File: src/rtl/gc_dram_refresh_ctrl_if.sv
// Signal bundle between the host bus, the refresh controller and the gain-cell DRAM array.
// The controller uses the master view; the host and array side uses the slave view.
interface gc_dram_refresh_ctrl_if #(
  parameter int ADDR_W = 7,
  parameter int DATA_W = 64
);
  logic              host_valid;
  logic              host_ready;
  logic              host_we;
  logic [ADDR_W-1:0] host_addr;
  logic [DATA_W-1:0] host_wdata;
  logic [DATA_W-1:0] host_rdata;
  logic              host_rvalid;
  logic              mem_re;
  logic              mem_we;
  logic [ADDR_W-1:0] mem_raddr;
  logic [ADDR_W-1:0] mem_waddr;
  logic [DATA_W-1:0] mem_in;
  logic [DATA_W-1:0] mem_rd;

  modport master (
    input  host_valid, host_we, host_addr, host_wdata, mem_rd,
    output host_ready, host_rdata, host_rvalid,
    output mem_re, mem_we, mem_raddr, mem_waddr, mem_in
  );

  modport slave (
    output host_valid, host_we, host_addr, host_wdata, mem_rd,
    input  host_ready, host_rdata, host_rvalid,
    input  mem_re, mem_we, mem_raddr, mem_waddr, mem_in
  );
endinterface

File: src/rtl/gc_dram_refresh_ctrl.sv
// Gain-cell DRAM controller: arbitrates single host reads/writes against a round-robin
// read-then-writeback refresh engine, refresh always taking priority.
module gc_dram_refresh_ctrl #(
  parameter int ROWS             = 128,
  parameter int ADDR_W           = 7,
  parameter int DATA_W           = 64,
  parameter int REFRESH_INTERVAL = 32
) (
  input  logic                  clk,
  input  logic                  rst,
  gc_dram_refresh_ctrl_if.master bus,
  output logic [ADDR_W-1:0]     o_ref_row,
  output logic                  o_ref_overdue
);

  localparam int TIMER_W = (REFRESH_INTERVAL > 2) ? $clog2(REFRESH_INTERVAL) : 1;
  localparam logic [TIMER_W-1:0] TIMER_LAST = TIMER_W'(REFRESH_INTERVAL - 1);
  localparam logic [ADDR_W-1:0]  ROW_LAST   = ADDR_W'(ROWS - 1);

  typedef enum logic [2:0] {IDLE, HOST_RD, HOST_WR, REF_RD, REF_WB} state_t;

  state_t              r_state;
  state_t              w_next;
  logic [TIMER_W-1:0]  r_timer;
  logic                w_timer_exp;
  logic                r_ref_pending;
  logic                r_ref_overdue;
  logic [ADDR_W-1:0]   r_ref_row;
  logic [ADDR_W-1:0]   r_mem_raddr;
  logic [ADDR_W-1:0]   r_mem_waddr;
  logic [DATA_W-1:0]   r_mem_in;
  logic [DATA_W-1:0]   r_host_rdata;
  logic                r_host_rvalid;
  logic                w_host_ready;
  logic                w_mem_re;
  logic                w_mem_we;
  logic                w_accept;

  assign w_timer_exp = (r_timer == TIMER_LAST);
  assign w_accept    = w_host_ready && bus.host_valid;

  always_ff @(posedge clk or posedge rst) begin
    if (rst) r_state <= IDLE;
    else     r_state <= w_next;
  end

  always_comb begin
    w_next = r_state;
    case (r_state)
      IDLE: begin
        if (r_ref_pending)       w_next = REF_RD;
        else if (bus.host_valid) w_next = bus.host_we ? HOST_WR : HOST_RD;
      end
      HOST_RD: w_next = IDLE;
      HOST_WR: w_next = IDLE;
      REF_RD:  w_next = REF_WB;
      REF_WB:  w_next = IDLE;
      default: w_next = IDLE;
    endcase
  end

  always_comb begin
    w_host_ready = 1'b0;
    w_mem_re     = 1'b0;
    w_mem_we     = 1'b0;
    case (r_state)
      IDLE:    w_host_ready = !r_ref_pending;
      HOST_RD: w_mem_re     = 1'b1;
      REF_RD:  w_mem_re     = 1'b1;
      HOST_WR: w_mem_we     = 1'b1;
      REF_WB:  w_mem_we     = 1'b1;
      default: w_host_ready = 1'b0;
    endcase
  end

  // A timer expiry on the writeback edge re-arms pending instead of letting it clear.
  always_ff @(posedge clk or posedge rst) begin
    if (rst) begin
      r_timer       <= '0;
      r_ref_pending <= 1'b0;
      r_ref_overdue <= 1'b0;
      r_ref_row     <= '0;
    end else begin
      r_timer <= w_timer_exp ? '0 : r_timer + 1'b1;
      if (w_timer_exp) begin
        r_ref_pending <= 1'b1;
        if (r_ref_pending) r_ref_overdue <= 1'b1;
      end else if (r_state == REF_WB) begin
        r_ref_pending <= 1'b0;
      end
      if (r_state == REF_WB)
        r_ref_row <= (r_ref_row == ROW_LAST) ? '0 : r_ref_row + 1'b1;
    end
  end

  // Array pins are loaded on the edge entering their active state, so the mem_in
  // register doubles as the refresh buffer and the host request latch.
  always_ff @(posedge clk or posedge rst) begin
    if (rst) begin
      r_mem_raddr   <= '0;
      r_mem_waddr   <= '0;
      r_mem_in      <= '0;
      r_host_rdata  <= '0;
      r_host_rvalid <= 1'b0;
    end else begin
      if (w_accept) begin
        if (bus.host_we) begin
          r_mem_waddr <= bus.host_addr;
          r_mem_in    <= bus.host_wdata;
        end else begin
          r_mem_raddr <= bus.host_addr;
        end
      end else if (r_state == IDLE && r_ref_pending) begin
        r_mem_raddr <= r_ref_row;
      end else if (r_state == REF_RD) begin
        r_mem_waddr <= r_ref_row;
        r_mem_in    <= bus.mem_rd;
      end
      if (r_state == HOST_RD) r_host_rdata <= bus.mem_rd;
      r_host_rvalid <= (r_state == HOST_RD);
    end
  end

  assign bus.host_ready  = w_host_ready;
  assign bus.host_rdata  = r_host_rdata;
  assign bus.host_rvalid = r_host_rvalid;
  assign bus.mem_re      = w_mem_re;
  assign bus.mem_we      = w_mem_we;
  assign bus.mem_raddr   = r_mem_raddr;
  assign bus.mem_waddr   = r_mem_waddr;
  assign bus.mem_in      = r_mem_in;
  assign o_ref_row       = r_ref_row;
  assign o_ref_overdue   = r_ref_overdue;

endmodule
File: src/flat_wrapper.sv
// flat-port wrapper written by rule: the top's interface ports become plain ports
module gc_dram_refresh_ctrl_flat 
#(
  parameter int ROWS             = 128,
  parameter int ADDR_W           = 7,
  parameter int DATA_W           = 64,
  parameter int REFRESH_INTERVAL = 32
)
  (clk, rst, o_ref_row, o_ref_overdue, bus_host_valid, bus_host_we, bus_host_addr, bus_host_wdata, bus_mem_rd, bus_host_ready, bus_host_rdata, bus_host_rvalid, bus_mem_re, bus_mem_we, bus_mem_raddr, bus_mem_waddr, bus_mem_in);
  gc_dram_refresh_ctrl_if #(.ADDR_W(ADDR_W), .DATA_W(DATA_W)) bus_i ();
  input  logic clk;
  input  logic rst;
  output logic [ADDR_W-1:0] o_ref_row;
  output logic o_ref_overdue;
  input wire logic [$bits(bus_i.host_valid)-1:0] bus_host_valid;
  input wire logic [$bits(bus_i.host_we)-1:0] bus_host_we;
  input wire logic [$bits(bus_i.host_addr)-1:0] bus_host_addr;
  input wire logic [$bits(bus_i.host_wdata)-1:0] bus_host_wdata;
  input wire logic [$bits(bus_i.mem_rd)-1:0] bus_mem_rd;
  output wire logic [$bits(bus_i.host_ready)-1:0] bus_host_ready;
  output wire logic [$bits(bus_i.host_rdata)-1:0] bus_host_rdata;
  output wire logic [$bits(bus_i.host_rvalid)-1:0] bus_host_rvalid;
  output wire logic [$bits(bus_i.mem_re)-1:0] bus_mem_re;
  output wire logic [$bits(bus_i.mem_we)-1:0] bus_mem_we;
  output wire logic [$bits(bus_i.mem_raddr)-1:0] bus_mem_raddr;
  output wire logic [$bits(bus_i.mem_waddr)-1:0] bus_mem_waddr;
  output wire logic [$bits(bus_i.mem_in)-1:0] bus_mem_in;
  assign bus_i.host_valid = bus_host_valid;
  assign bus_i.host_we = bus_host_we;
  assign bus_i.host_addr = bus_host_addr;
  assign bus_i.host_wdata = bus_host_wdata;
  assign bus_i.mem_rd = bus_mem_rd;
  assign bus_host_ready = bus_i.host_ready;
  assign bus_host_rdata = bus_i.host_rdata;
  assign bus_host_rvalid = bus_i.host_rvalid;
  assign bus_mem_re = bus_i.mem_re;
  assign bus_mem_we = bus_i.mem_we;
  assign bus_mem_raddr = bus_i.mem_raddr;
  assign bus_mem_waddr = bus_i.mem_waddr;
  assign bus_mem_in = bus_i.mem_in;
  gc_dram_refresh_ctrl #(.ROWS(ROWS), .ADDR_W(ADDR_W), .DATA_W(DATA_W), .REFRESH_INTERVAL(REFRESH_INTERVAL)) u_core (.clk(clk), .rst(rst), .bus(bus_i), .o_ref_row(o_ref_row), .o_ref_overdue(o_ref_overdue));
endmodule
File: config.mk
export PLATFORM = sky130hd
export DESIGN_NAME = gc_dram_refresh_ctrl_flat
export DESIGN_NICKNAME = d
export VERILOG_FILES = /design/src/rtl/gc_dram_refresh_ctrl_if.sv /design/src/rtl/gc_dram_refresh_ctrl.sv /design/src/flat_wrapper.sv
export SDC_FILE = /design/constraint.sdc
export NUM_CORES = 1
export LEC_CHECK = 0
export BUFFER_PORTS_ARGS = -buffer_cell sky130_fd_sc_hd__buf_2
export CORE_MARGIN = 3
export CORE_UTILIZATION = 45
export CTS_CLUSTER_SIZE = 30
export DETAILED_ROUTE_END_ITERATION = 8
export PLACE_DENSITY_LB_ADDON = 0.1
export SLEW_MARGIN = 40
export SYNTH_ARGS = -nofsm -noshare
export SYNTH_HDL_FRONTEND = slang
export SYNTH_SLANG_ARGS = --single-unit
File: constraint.sdc
create_clock -name clk -period 17.1 [get_ports clk]
set_input_delay 3.42 -clock clk [delete_from_list [all_inputs] [get_ports clk]]
set_output_delay 3.42 -clock clk [all_outputs]
set_load 0.05 [all_outputs]
Yosys cells after proc, flatten, opt, wreduce, memory -nomap -nowiden
Index checks and enable logic that the tools add are counted.

word-level totals
  flip-flop bits (word level) = 160
  output and inout bits = 154
  logic and storage cells = 56

operators by class
  add/subtract/negate cells = 2
  equality and inequality tests = 10
  multiplexer cells = 22
  reduce and logical (&&, ||, !) cells = 12

operators by type and width
  operator                                                                count
  64-bit 2-to-1 mux                                                       4
  7-bit 2-to-1 mux                                                        8
  7-bit by 1-bit adder with 7-bit output (second input constant)          1
  7-bit equality test (second input constant)                             1
  3-bit by 2-bit equality test with 1-bit output (second input constant)  2
  3-bit 2-to-1 mux                                                        2
  3-bit one-hot mux with 2 select lines                                   1
  2-bit nonzero test                                                      3
  5-bit by 1-bit adder with 5-bit output (second input constant)          1
  5-bit equality test (second input constant)                             1
  1-bit 2-to-1 mux                                                        5
  5-bit 2-to-1 mux                                                        1
  2-bit != test (second input constant)                                   2
  2-bit AND reduction                                                     2
  2-bit OR reduction                                                      2
  3-bit by 1-bit equality test with 1-bit output (second input constant)  1
  3-bit equality test (second input constant)                             1
  3-bit zero test                                                         1
  3-bit by 2-bit != test with 1-bit output (second input constant)        1
  3-bit AND reduction                                                     1
  1-bit logical AND                                                       2
  2-bit 2-to-1 mux                                                        1
  2-bit by 1-bit != test with 1-bit output (second input constant)        1
  1-bit zero test                                                         1

Depth between registers and ports, before layout
  word-level depth = 5
  gate-level depth with buffers = 6

Least setup slack after synthesis
Ideal clock, no wire load.

  path type = in2reg
  start point = input bus_host_valid
  end point = register u_core.r_mem_in[17], in the netlist u_core.bus.mem_in[17]
  setup time = 125 ps
  arrival time = 4677 ps
  required time = 16975 ps
  path slack = 12299 ps
  stages on the path = 5
  buffers on the path = 1
  path through = nand2_1 > or4_4 > a21oi_4 > buf_6 > mux2_2

between the ends
  cells in the longest elaborated chain, start to end = 3

RTL lines
  element                                                                                  line                         text
  start: declaration                                                                       flat_wrapper.sv:15           input wire logic [$bits(bus_i.host_valid)-1:0] bus_host_valid;
  1-bit logical AND (*)                                                                    gc_dram_refresh_ctrl.sv:40   assign w_accept = w_host_ready && bus.host_valid;
  2-bit by 1-bit != test with 1-bit output (no source line), or another cell as far along  n/a
  3-bit AND reduction (no source line)                                                     n/a
  end signal: assignment                                                                   gc_dram_refresh_ctrl.sv:109  r_mem_in <= bus.host_wdata;
  end signal: assignment                                                                   gc_dram_refresh_ctrl.sv:117  r_mem_in <= bus.mem_rd;
  end: declaration                                                                         gc_dram_refresh_ctrl.sv:31   logic [DATA_W-1:0] r_mem_in;

Mark *: on every way between the ends. The rest lies on a longest branch, timed or not.
A chain may end at the register's enable or synchronous reset.

Worst setup path in the final report
  start point = input bus_host_valid
  end point = register u_core.r_mem_in[2], in the netlist u_core.bus.mem_in[2]

The elaborated chain is that of the path after synthesis.

==> run_results.csv <==
group,metric,value,unit
timing,grt_setup_unrepaired,"no",
logic_synthesis,yosysSeqAreaShare,57.6,%
routing,drt_wl_total,16.9,mm
critical_path,critical_path_class,"primary input to flip-flop",
logic_synthesis,netlist_area,6960,um^2
layout,instances_no_fill,951,
timing,finClkSkew,0.00586,ns
clock_tree,htree_levels,4,
logic_synthesis,yosysTopAreaCell,"dfrtp_1",
layout,seq_area,4000,um^2
layout,diodes,0,
logic_synthesis,synth.area.top_cells,"dfrtp_1 58%, mux2_2 32%, buf_6 1.3%",
timing,slew-limit-headroom,54.9,%
routing,drt-initial-drc-count,164,
critical_path,critPathLaunch,"bus_host_valid",
routing,antenna_left,0,
placed_design,routabilityCongestion,0.816,
routing,viasPerCell,5.04,
logic_synthesis,yosysWarnings,0,
logic_synthesis,synth_flop_cell,"dfrtp_1",
logic_synthesis,async_flop_share,100,%
timing,setup_viol,0,
logic_synthesis,avgSynthCellArea,15.1,um^2
routing,post_drt_wl_per_cell,17.8,um
clock_tree,insertion_delay,0.41,ns
run_status,outcome,"finished clean",
clock_tree,cts_buffers,17,
routing,drt_pass1_iterations,4,
placed_design,pre_cts_ws,11.23,ns
layout,layout.nets,896,
critical_path,worstPathRequired,17.39,ns
routing,drc,0,
global_routing,grt_antenna_before_repair,0,
critical_path,worst_setup_path_start_kind,"primary input",
global_routing,gr-total-overflow,0,
clock_tree,cts_hold_buf,0,
job,max-cap-violations,0,
global_routing,grt_pass1_wl,25.9,mm
floorplanning,die-height,130,um
timing,tightest_slew,0.677,ns
layout,drive_gt1_share,69.4,%
global_routing,track_usage,19.8,%
timing,report.final.hold_viol_count,0,
placed_design,dp_hpwl,12.5,mm
min_path,hp-class,"flip-flop to flip-flop",
floorplanning,rows,44,
floorplanning,initial_core_util,47.0,%
timing,fin_ws,11.68,ns
layout,fillers,1166,
placed_design,dpl.cell_count,919,
clock_tree,clkTransAtPathRegs,0.06,ns
critical_path,arrival,5.71,ns
floorplanning,die_area,17000,um^2
logic_synthesis,synth_cell_types,33,
critical_path,r2r_start,"u_core.r_state[1]",
clock_tree,clock-sinks,160,
logic_synthesis,synth_top_area_share,57.6,%
clock_tree,cts_setup_buffers,0,
min_path,worst_hold_startpoint,"u_core.r_timer[0]",
logic_synthesis,syn_nets,604,
logic_synthesis,ys_ff_latch,160,
layout,final_common_cell,"buf_2",
layout,multi_input_area,2790,um^2
global_routing,grt_pass1_vias,4949,
critical_path,worstPathMaxFanout,42,
clock_tree,post_cts_resized,0,
routing,num_vias,4792,
global_routing,grt_start_max_net_pins,87,
timing,finalMaxSlewViolations,0,
timing,layout_min_cycle_time,5.42,ns
floorplanning,die_w,130,um
logic_synthesis,synth_edf_count,0,
logic_synthesis,synthCells,462,
placed_design,numPortBuffers,292,
clock_tree,tritoncts,"yes",
clock_tree,root_buffer,"clkbuf_16",
clock_tree,clockBufferDepth,2,
floorplanning,fp.coreArea,14800,um^2
timing,period_share,31.7,%
timing,fin_tns_setup,0,ns
timing,fmax,184,MHz
layout,most-common-layout-cells,"292 x buf_2, 200 x mux2_2, 160 x dfrtp_1",
layout,areaGrowthSynthToFinish,31.6,%
critical_path,worstSetupEndpointType,"flip-flop",
floorplanning,ioPinCount,293,
[routing by layer]
layer / track usage, % / up-vias / wire length [um] / part of all wire [%]
li1: - / 2243 / - / -
met3: 6.43 / 26 / 1450 / 8.6
met5: 0 / - / 0 / 0
met1: 23.4 / 2328 / 6630 / 39
met2: 33.6 / 195 / 8420 / 50
met4: 8.01 / 0 / 387 / 2.3
[flip-flops by register name, indices dropped and copies added, names as in the netlist]
signal	count
u_core.o_ref_row	7
u_core.r_timer	5
u_core.r_ref_pending	1
u_core.bus.mem_raddr	7
u_core.r_state	3
u_core.o_ref_overdue	1
u_core.bus.mem_waddr	7
u_core.bus.mem_in	64
u_core.bus.host_rdata	64
u_core.bus.host_rvalid	1
[cell families (layout without fill, tap and decap cells)]
kind of cell	after synthesis	count (layout)	share of synthesized area (%)
multiplexers	210	210	33.9
flip-flops	160	160	57.6
AND/OR/NAND/NOR	40	40	3.22
buffers and inverters	29	334	2.70
AO/OA/AOI/OAI	14	14	1.33
XOR/XNOR	6	6	0.756
adder cells (fa/ha/maj)	3	3	0.540
[layout make-up]
class / count / area share [%]
sequential: 160 / 43.8
multi-input combinational: 273 / 30.4
timing repair buffer: 297 / 16.7
clock buffer: 28 / 5.76
tap: 184 / 2.52
clock inverter: 4 / 0.520
inverter: 5 / 0.287
[synth_stat cells (2+ instances only)]
cell type	count
mux2_2	200
dfrtp_1	160
buf_2	14
nand2_1	13
buf_6	8
mux2i_1	6
o21ai_0	6
inv_1	5
nor2_1	5
nor2b_1	5
mux2_1	4
xnor2_1	4
a21o_1	3
ha_1	3
nand3_1	3
nor3_1	3
a21oi_1	2
and2_1	2
xor2_1	2
[worst paths after layout]
path | cells after the start | end | slack [ns]
setup / recovery | 7 | u_core.bus.mem_in[2] | 11.68
hold / removal | 1 | u_core.r_timer[0] | 0.45
setup reg to reg | 5 | u_core.bus.mem_in[2] | 14.26
hold reg to reg | 1 | u_core.r_timer[0] | 0.45
max in group asynchronous | 3 | u_core.bus.host_rdata[34] | 12.89
min in group asynchronous | 2 | u_core.bus.host_rdata[59] | 3.08
[per-stage QoR]
step / hold slack (ns) / utilization [%] / cell area, um^2
floorplan: 0.425 / - / 6960
global placement: 0.438 / 57.5 / 8520
detailed placement: 0.444 / 57.9 / 8570
CTS: 0.453 / 61.8 / 9150
global route: 0.476 / 61.8 / 9150
finish: 0.446 / 61.8 / 9150
[critical path, stage by stage]
cell	delay (ns)
buf_2	0.16
nand2_1	0.09
or4_4	0.43
a21oi_4	0.42
buf_8	0.25
buf_4	0.48
mux2_2	0.40
Power is left out: the tool's default activity adds up to more than one toggle a clock period on the data nets, which glitch-free logic cannot reach.
